===== config.mk =====
export PLATFORM = sky130hd
export DESIGN_NAME = pc_sequencer
export DESIGN_NICKNAME = d
export VERILOG_FILES = /design/src/rtl/seq_pkg.sv /design/src/rtl/call_stack.sv /design/src/rtl/pc_sequencer.sv
export SDC_FILE = /design/constraint.sdc
export NUM_CORES = 1
export LEC_CHECK = 0
export ABC_AREA = 0
export CORE_MARGIN = 2
export CORE_UTILIZATION = 30
export DETAILED_ROUTE_END_ITERATION = 8
export GPL_TIMING_DRIVEN = 0
export PLACE_DENSITY_LB_ADDON = 0.2
export SLEW_MARGIN = 20
export SYNTH_ARGS = -nofsm -noshare
export SYNTH_HDL_FRONTEND = slang
export SYNTH_SLANG_ARGS = --single-unit

===== constraint.sdc =====
create_clock -name clk -period 3.8 [get_ports clk]
set_input_delay 0.57 -clock clk [delete_from_list [all_inputs] [get_ports clk]]
set_output_delay 0.57 -clock clk [all_outputs]
set_load 0.005 [all_outputs]

===== src/rtl/seq_pkg.sv =====
// seq_pkg: next-PC select encodings shared by the sequencer and its bench
package seq_pkg;
  localparam logic [2:0] SRC_INC    = 3'b000;
  localparam logic [2:0] SRC_JUMP   = 3'b001;
  localparam logic [2:0] SRC_RET    = 3'b010;
  localparam logic [2:0] SRC_BRANCH = 3'b011;
  localparam logic [2:0] SRC_CALL   = 3'b100;
endpackage


===== src/rtl/call_stack.sv =====
// call_stack: bounded LIFO of return addresses
// push/pop are ignored when full/empty respectively; top is the newest entry,
// depth the occupancy (0..DEPTH); full/empty decode depth.
module call_stack #(
  parameter int W     = 12,
  parameter int DEPTH = 8
) (
  input  logic                           clk,
  input  logic                           rst,
  input  logic                           push,
  input  logic                           pop,
  input  logic [W-1:0]                   data_in,
  output logic [W-1:0]                   top,
  output logic [$clog2(DEPTH+1)-1:0]     depth,
  output logic                           full,
  output logic                           empty
);
  localparam int DW = $clog2(DEPTH + 1);
  localparam int AW = DEPTH > 1 ? $clog2(DEPTH) : 1;
  logic [W-1:0]  mem_q [DEPTH];
  logic [DW-1:0] sp_q, sp_d;
  logic          do_push, do_pop;
  always_comb begin
    full    = sp_q == DW'(DEPTH);
    empty   = sp_q == '0;
    do_push = push & ~full;
    do_pop  = pop & ~empty;
    sp_d    = do_push ? sp_q + 1'b1 : do_pop ? sp_q - 1'b1 : sp_q;
    top     = mem_q[AW'(sp_q - 1'b1)];
  end
  always_ff @(posedge clk or posedge rst)
    if (rst) sp_q <= '0;
    else     sp_q <= sp_d;
  // storage is not reset; only entries below sp are ever read
  always_ff @(posedge clk)
    if (do_push) mem_q[AW'(sp_q)] <= data_in;
  assign depth = sp_q;
endmodule


===== src/rtl/pc_sequencer.sv =====
// pc_sequencer: PC register with inc/jump/branch/call/return and return stack
// In: clk, rst (async high), en (0 = stall), pc_src, target, offset,
//     branch_taken, err_clear. Out: pc, pc_plus1, depth, overflow, underflow.
module pc_sequencer
  import seq_pkg::*;
#(
  parameter int              PC_W     = 12,
  parameter int              OFF_W    = 8,
  parameter int              DEPTH    = 8,
  parameter logic [PC_W-1:0] RESET_PC = '0
) (
  input  logic                       clk,
  input  logic                       rst,
  input  logic                       en,
  input  logic [2:0]                 pc_src,
  input  logic [PC_W-1:0]            target,
  input  logic [OFF_W-1:0]           offset,
  input  logic                       branch_taken,
  input  logic                       err_clear,
  output logic [PC_W-1:0]            pc,
  output logic [PC_W-1:0]            pc_plus1,
  output logic [$clog2(DEPTH+1)-1:0] depth,
  output logic                       overflow,
  output logic                       underflow
);
  logic [PC_W-1:0] pc_q, pc_d, top, br_pc;
  logic            overflow_q, overflow_d, underflow_q, underflow_d;
  logic            push, pop, full, empty;
  call_stack #(.W(PC_W), .DEPTH(DEPTH)) u_stack (
    .clk(clk), .rst(rst), .push(push), .pop(pop), .data_in(pc_plus1),
    .top(top), .depth(depth), .full(full), .empty(empty)
  );
  always_comb begin
    pc_plus1    = pc_q + 1'b1;
    br_pc       = pc_plus1 + PC_W'($signed(offset));
    push        = en & (pc_src == SRC_CALL);
    pop         = en & (pc_src == SRC_RET);
    pc_d        = !en                                      ? pc_q   :
                  (pc_src == SRC_JUMP || pc_src == SRC_CALL) ? target :
                  (pop && !empty)                          ? top    :
                  (pc_src == SRC_BRANCH && branch_taken)   ? br_pc  : pc_plus1;
    // a new error on this edge beats a simultaneous clear
    overflow_d  = (push & full) | (overflow_q & ~err_clear);
    underflow_d = (pop & empty) | (underflow_q & ~err_clear);
  end
  always_ff @(posedge clk or posedge rst)
    if (rst) begin
      pc_q        <= RESET_PC;
      overflow_q  <= 1'b0;
      underflow_q <= 1'b0;
    end else begin
      pc_q        <= pc_d;
      overflow_q  <= overflow_d;
      underflow_q <= underflow_d;
    end
  assign pc        = pc_q;
  assign overflow  = overflow_q;
  assign underflow = underflow_q;
endmodule

; ---- Word level (Yosys, flattened, before mapping)
; Memory sizes are Yosys's and may differ from the RTL's.
; Cells that the tools add are included.
; Widths: inputs -> output; s select.
[word_totals]
register_bits = 18
mem_bits_rw = 96
inputBits = 28
output_inout_bits = 30
elab_cells = 40
mem_count = 1
[memory_table]
columns = name, words, width, rd, rd_ports_with_merged_regs, wr, line
row1 = u_stack.mem_q, 8, 12, 1, 0, 1, call_stack.sv:20  ; logic [W-1:0] mem_q [DEPTH];
[classes]
n_addsub = 4
eq_ne = 5
n_mux = 7
bitwise = 13
reduce_logical = 6
[ops]
columns = cell, count
row1 = $mux 12, 3
row2 = $add 12x1->12 const B, 1
row3 = $add 12x12->12, 1
row4 = $and 1x1->1, 8
row5 = $mux 4, 2
row6 = $eq 3x2->1 const B, 2
row7 = $add 4x1->4 const B, 1
row8 = $eq 4x4->1 const B, 1
row9 = $logic_not 4->1, 1
row10 = $sub 4x1->4 const B, 1
row11 = $eq 3x1->1 const B, 1
row12 = $eq 3x3->1 const B, 1
row13 = $not 1->1, 3
row14 = $logic_and 1x1->1, 2
row15 = $mux 1, 2
row16 = $or 1x1->1, 2
row17 = $reduce_bool 2->1, 1
row18 = $logic_not 1->1, 1
row19 = $logic_or 1x1->1, 1

; ---- Logic depth before layout (Yosys ltp)
[depth]
depth_word = 5
ltp_mapped = 11
depth_no_buf = 11

; ---- Hierarchy
; From an unflattened synthesis, not the netlist that was laid out.
[unflattened]
hier_cells = 400
area_unflattened_um2 = 5693.0
[by_module_without_submodules]
columns = module, instances, cells_each, area_each_um2, seq_area_each_um2
row1 = call_stack, 1, 196, 4027.6, 2982.9
row2 = pc_sequencer, 1, 204, 1665.3, 350.3

; ---- Worst setup path after synthesis
; No wires, ideal clock.
[synth_timing]
path_type = reg2reg
from = register u_stack.sp_q[0] (netlist: u_stack.depth[0])
to = memory u_stack.mem_q[0][0] (enable)
setup_ps = 413
arrival_ps = 2750
t_required_ps = 3387
path_slack_ps = 638
stages_incl_launch_ff = 9
n_path_buf = 2
period_less_slack_ps = 3162
path_cell_list = dfrtp_1 > buf_6 > buf_4 > inv_1 > ha_1 > nor2b_1 > nand2_1 > nand2_1 > nor4_1
[synth_between]
elab_chain_len = 5
[synth_lines]
columns = element, line
row1 = start: declaration, call_stack.sv:21  ; logic [DW-1:0] sp_q, sp_d;
row2 = start signal: assignment, call_stack.sv:33  ; else sp_q <= sp_d;
row3 = $eq 4x4->1, call_stack.sv:24  ; full = sp_q == DW'(DEPTH);
row4 = $not 1->1, call_stack.sv:26  ; do_push = push & ~full;
row5 = $and 1x1->1, call_stack.sv:26
row6 = $mux 1, call_stack.sv:36  ; if (do_push) mem_q[AW'(sp_q)] <= data_in;
row7 = $mux 1 (implied by the code), call_stack.sv:36
row8 = end: declaration, call_stack.sv:20
; Parallel ways exist; a longest one is shown, timed or not.

; ---- Final worst setup path
[layout_timing]
from = register pc_q[2] (netlist: pc[2])
to = register pc_q[11] (netlist: pc[11])
[layout_between]
elab_chain_len = 5
[layout_lines]
columns = element, line
row1 = start: declaration, pc_sequencer.sv:26  ; logic [PC_W-1:0] pc_q, pc_d, top, br_pc;
row2 = start signal: assignment, pc_sequencer.sv:52  ; pc_q <= pc_d;
row3 = $add 12x1->12 *, pc_sequencer.sv:34  ; pc_plus1 = pc_q + 1'b1;
row4 = $add 12x12->12, pc_sequencer.sv:35  ; br_pc = pc_plus1 + PC_W'($signed(offset));
row5 = $mux 12 *, pc_sequencer.sv:41  ; (pc_src == SRC_BRANCH && branch_taken) ? br_pc : pc_plus1;
row6 = $mux 12 *, pc_sequencer.sv:40  ; (pop && !empty) ? top :
row7 = $mux 12 *, pc_sequencer.sv:39  ; (pc_src == SRC_JUMP || pc_src == SRC_CALL) ? target :
; Mark *: on every way between the ends. The rest lies on a longest branch, timed or not.
; A chain may end at the register's enable or synchronous reset.

==> flow_metrics.tcl <==
set metrics [dict create \
    dpl.cell_count 697 \
    max_fo_critical_path 11 \
    dr_vias_cell 5.06 \
    dr_wl_met2_um 7260 \
    final_min_period_ps 3440 \
    wirelength_um 14600 \
    grt-ovfl-total 0 \
    tritoncts "built" \
    die_area_mm2 0.0195 \
    area.growth.synth_to_final_pct 29.5 \
    buffer_ports.inserted 57 \
    startpoint_to_endpoint_class_of_the_critical_path "reg -> reg" \
    postSynth.asyncResetShare_pct 15.8 \
    cts.repair.resized 0 \
    clkLatencyLatePin_ps 430 \
    finalCritPeriodShare_pct 90.5 \
    post_synth.cell_area_avg_um2 13.9 \
    sw_frac_of_total_pct 33.9 \
    drv_cap 0 \
    fmax_ghz 0.291 \
    yosys-top-cells-area "sky130_fd_sc_hd__edfxtp_1, sky130_fd_sc_hd__dfrtp_1, sky130_fd_sc_hd__mux4_2" \
    primary_flip_flop_cell_chosen_by_synthesis_mapping "sky130_fd_sc_hd__edfxtp_1" \
    synth-seq-area-share_pct 60.3 \
    drtIter0Drc 228 \
    floorplan.die.height_um 140 \
    core_area_mm2 0.0180 \
    critPathArrivalTime_ps 3720 \
    detailroute.wirelength.met3_um 744 \
    clk_path_buf_depth 2 \
    cellLeakagePower_uw 0.00261 \
    power.combinational.fraction_pct 38.8 \
    setup.worst_path.end_class "register" \
    drv_slew 0 \
    grt_antenna_before_repair 0 \
    timing.critical_path.from_type "register" \
    n_antenna_cell 0 \
    synthMostInstantiatedCell "sky130_fd_sc_hd__edfxtp_1" \
    drt-wirelength-per-cell_um 20.1 \
    timing_hold_violations_final 0 \
    pwr_density_cell_mw_per_mm2 750 \
    worst_setup_slack_before_clock_tree_synthesis_ps 253 \
    drive_gt1_share_pct 17.4 \
    detail_route.drc_violations 0 \
    synth.top_cell.area_share_pct 52.2 \
    pin_count_of_the_biggest_net_entering_global_routing 19 \
    all_layer_global_routing_usage_pct 15.5 \
    gp_congestion 0.830 \
    tightestPinTransition_ps 1010 \
    detailed_place_hpwl_um 10700 \
    syn-instance-count 397 \
    vdd.ir_drop.worst_v 0.000323 \
    rsz0062_at_grt "false" \
    post_cts_buffers 0 \
    final_cells 729 \
    ctsHoldBuffers 0 \
    num-nets-final 533 \
    cts_buf_count 17 \
    clock_sinks 114 \
    htreeDepth 4 \
    grt_first_pass_wirelength_um 22500 \
    finalSetupViolations 0 \
    placement_rows 49 \
    sequentialPowerShare_pct 31.6 \
    num_vias 3692 \
    synth.yosys.warnings 0 \
    fillCellCount 1695 \
    worst_hold_path_type "reg -> reg" \
    status "complete, no violations" \
    start_util_pct 30.6 \
    clkSlewWorstSetupHoldPaths_ps 50 \
    grt_pass1_vias 3846 \
    floorplan.io_pins 58 \
    ys_seq_elements 114 \
    synth_fp_nets 443 \
    dominant_cell_type_by_area_after_synthesis "sky130_fd_sc_hd__edfxtp_1" \
    data_required_time_at_the_worst_endpoint_ps 4080 \
    synth_cell_types 54 \
    p_switching_uw 1820 \
    timing.clock.skew_ps 16.8 \
    pwr-share-clk_pct 29.6 \
    clock-root-buffer "sky130_fd_sc_hd__clkbuf_16" \
    timing.final.ws_setup_ps 361 \
    top_layer_used "met4" \
    antenna_left 0 \
    firstDrtPassIters 4 \
    wl_met1_um 6460 \
    synth_edf_count 96 \
    die_w_um 140 \
    synth_top_cells_by_count "sky130_fd_sc_hd__edfxtp_1, sky130_fd_sc_hd__nand2_1, sky130_fd_sc_hd__a21oi_1" \
    min_delay_path_depth 2 \
    synth_cell_area_mm2 0.00552 \
    internal_power_uw 3540 \
    slew_headroom_pct 32.0 \
    worst_r2r_path_depth 10 \
]
-- metrics by stage --
stage | setup TNS [ps] | hold slack, ps | utilization (%) | total power [µW] | instance area, µm²
after global placement | -42560 | 521 | 35.4 | 3740 | 6380
after CTS | 0 | 544 | 39.5 | 5390 | 7110
final | 0 | 542 | 39.7 | 5360 | 7150
after global routing | 0 | 578 | 39.7 | 5660 | 7150
after detailed placement | 0 | 536 | 36.2 | 3780 | 6520
after floorplan | 0 | 509 | - | 3010 | 5520
-- final cells by class --
type / count / area [µm²] / area share (%)
inverter: 9 / 33.8 / 0.472
clock buffer: 18 / 429 / 6.00
clock inverter: 14 / 164 / 2.29
sequential: 114 / 3330 / 46.6
buffer: 16 / 96.3 / 1.35
multi-input combinational: 258 / 2140 / 29.9
timing repair buffer: 71 / 669 / 9.36
tap: 229 / 287 / 4.01
-- worst max-delay path, stage by stage (launching register included) --
cell and delay [ps]:
sky130_fd_sc_hd__dfrtp_1 500, sky130_fd_sc_hd__and3_1 190, sky130_fd_sc_hd__buf_2 160, sky130_fd_sc_hd__xor2_1 730
sky130_fd_sc_hd__ha_1 340, sky130_fd_sc_hd__a21oi_1 90, sky130_fd_sc_hd__o21ai_0 460, sky130_fd_sc_hd__o21ai_1 130
sky130_fd_sc_hd__a21boi_0 420, sky130_fd_sc_hd__o41a_1 210, sky130_fd_sc_hd__o211ai_1 80
-- metal layers --
layer | vias to the layer above | track usage (%)
met5 | - | 0
met4 | 0 | 5.16
met3 | 12 | 3.68
met2 | 103 | 25.9
met1 | 1853 | 19.9
li1 | 1724 | -
-- placed cells by master, fill, tap and decap left out, drive strengths merged, types with 4 or more instances in the layout --
cell	Yosys	final
nor3	7	7
buf	11	25
mux4	24	24
a21o	5	5
o21ai	16	16
xor2	8	8
clkinv	0	6
nor2	18	18
a21oi	28	28
inv	9	10
clkinvlp	0	4
clkdlybuf4s50	0	57
clkbuf	5	23
nand3	9	9
edfxtp	96	96
nand2	47	47
dfrtp	18	18
nor2b	5	5
a31oi	8	8
ha	17	17
xnor2	14	14
nand3b	4	4
and3	8	8
-- worst paths after layout --
kind,slack [ps],endpoint,startpoint
worst max register to register,360,pc[11],pc[2]
max in group asynchronous,2720,pc[11],rst
min in group asynchronous,590,pc[4],rst
worst min register to register,540,overflow,overflow
worst min-delay path,540,overflow,overflow
worst max-delay path,360,pc[11],pc[2]
-- flip-flops by register name (all words and copies together), names as in the netlist --
| register | flops |
|---|---|
| u_stack.mem_q | 96 |
| pc | 12 |
| u_stack.depth | 4 |
| overflow | 1 |
| underflow | 1 |
-- logic make-up after synthesis --
family          share of synthesized area, %
fa+ha+maj                               4.21
mux                                     10.8
flops                                   60.3
xor+xnor                                3.49
simple gates                            10.3
compound gates                          8.58
buf+inv                                 2.36
-- power groups by stage --
stage	Sequential, µW	Clock [µW]	Combinational, µW
2_1_floorplan	1680	0	1330
3_3_place_gp	1710	0	2030
3_5_place_dp	1710	0	2070
4_1_cts	1690	1610	2090
5_1_grt	1710	1670	2280
6_report	1690	1590	2080
Note: power is estimated with default switching activity, not from simulation.
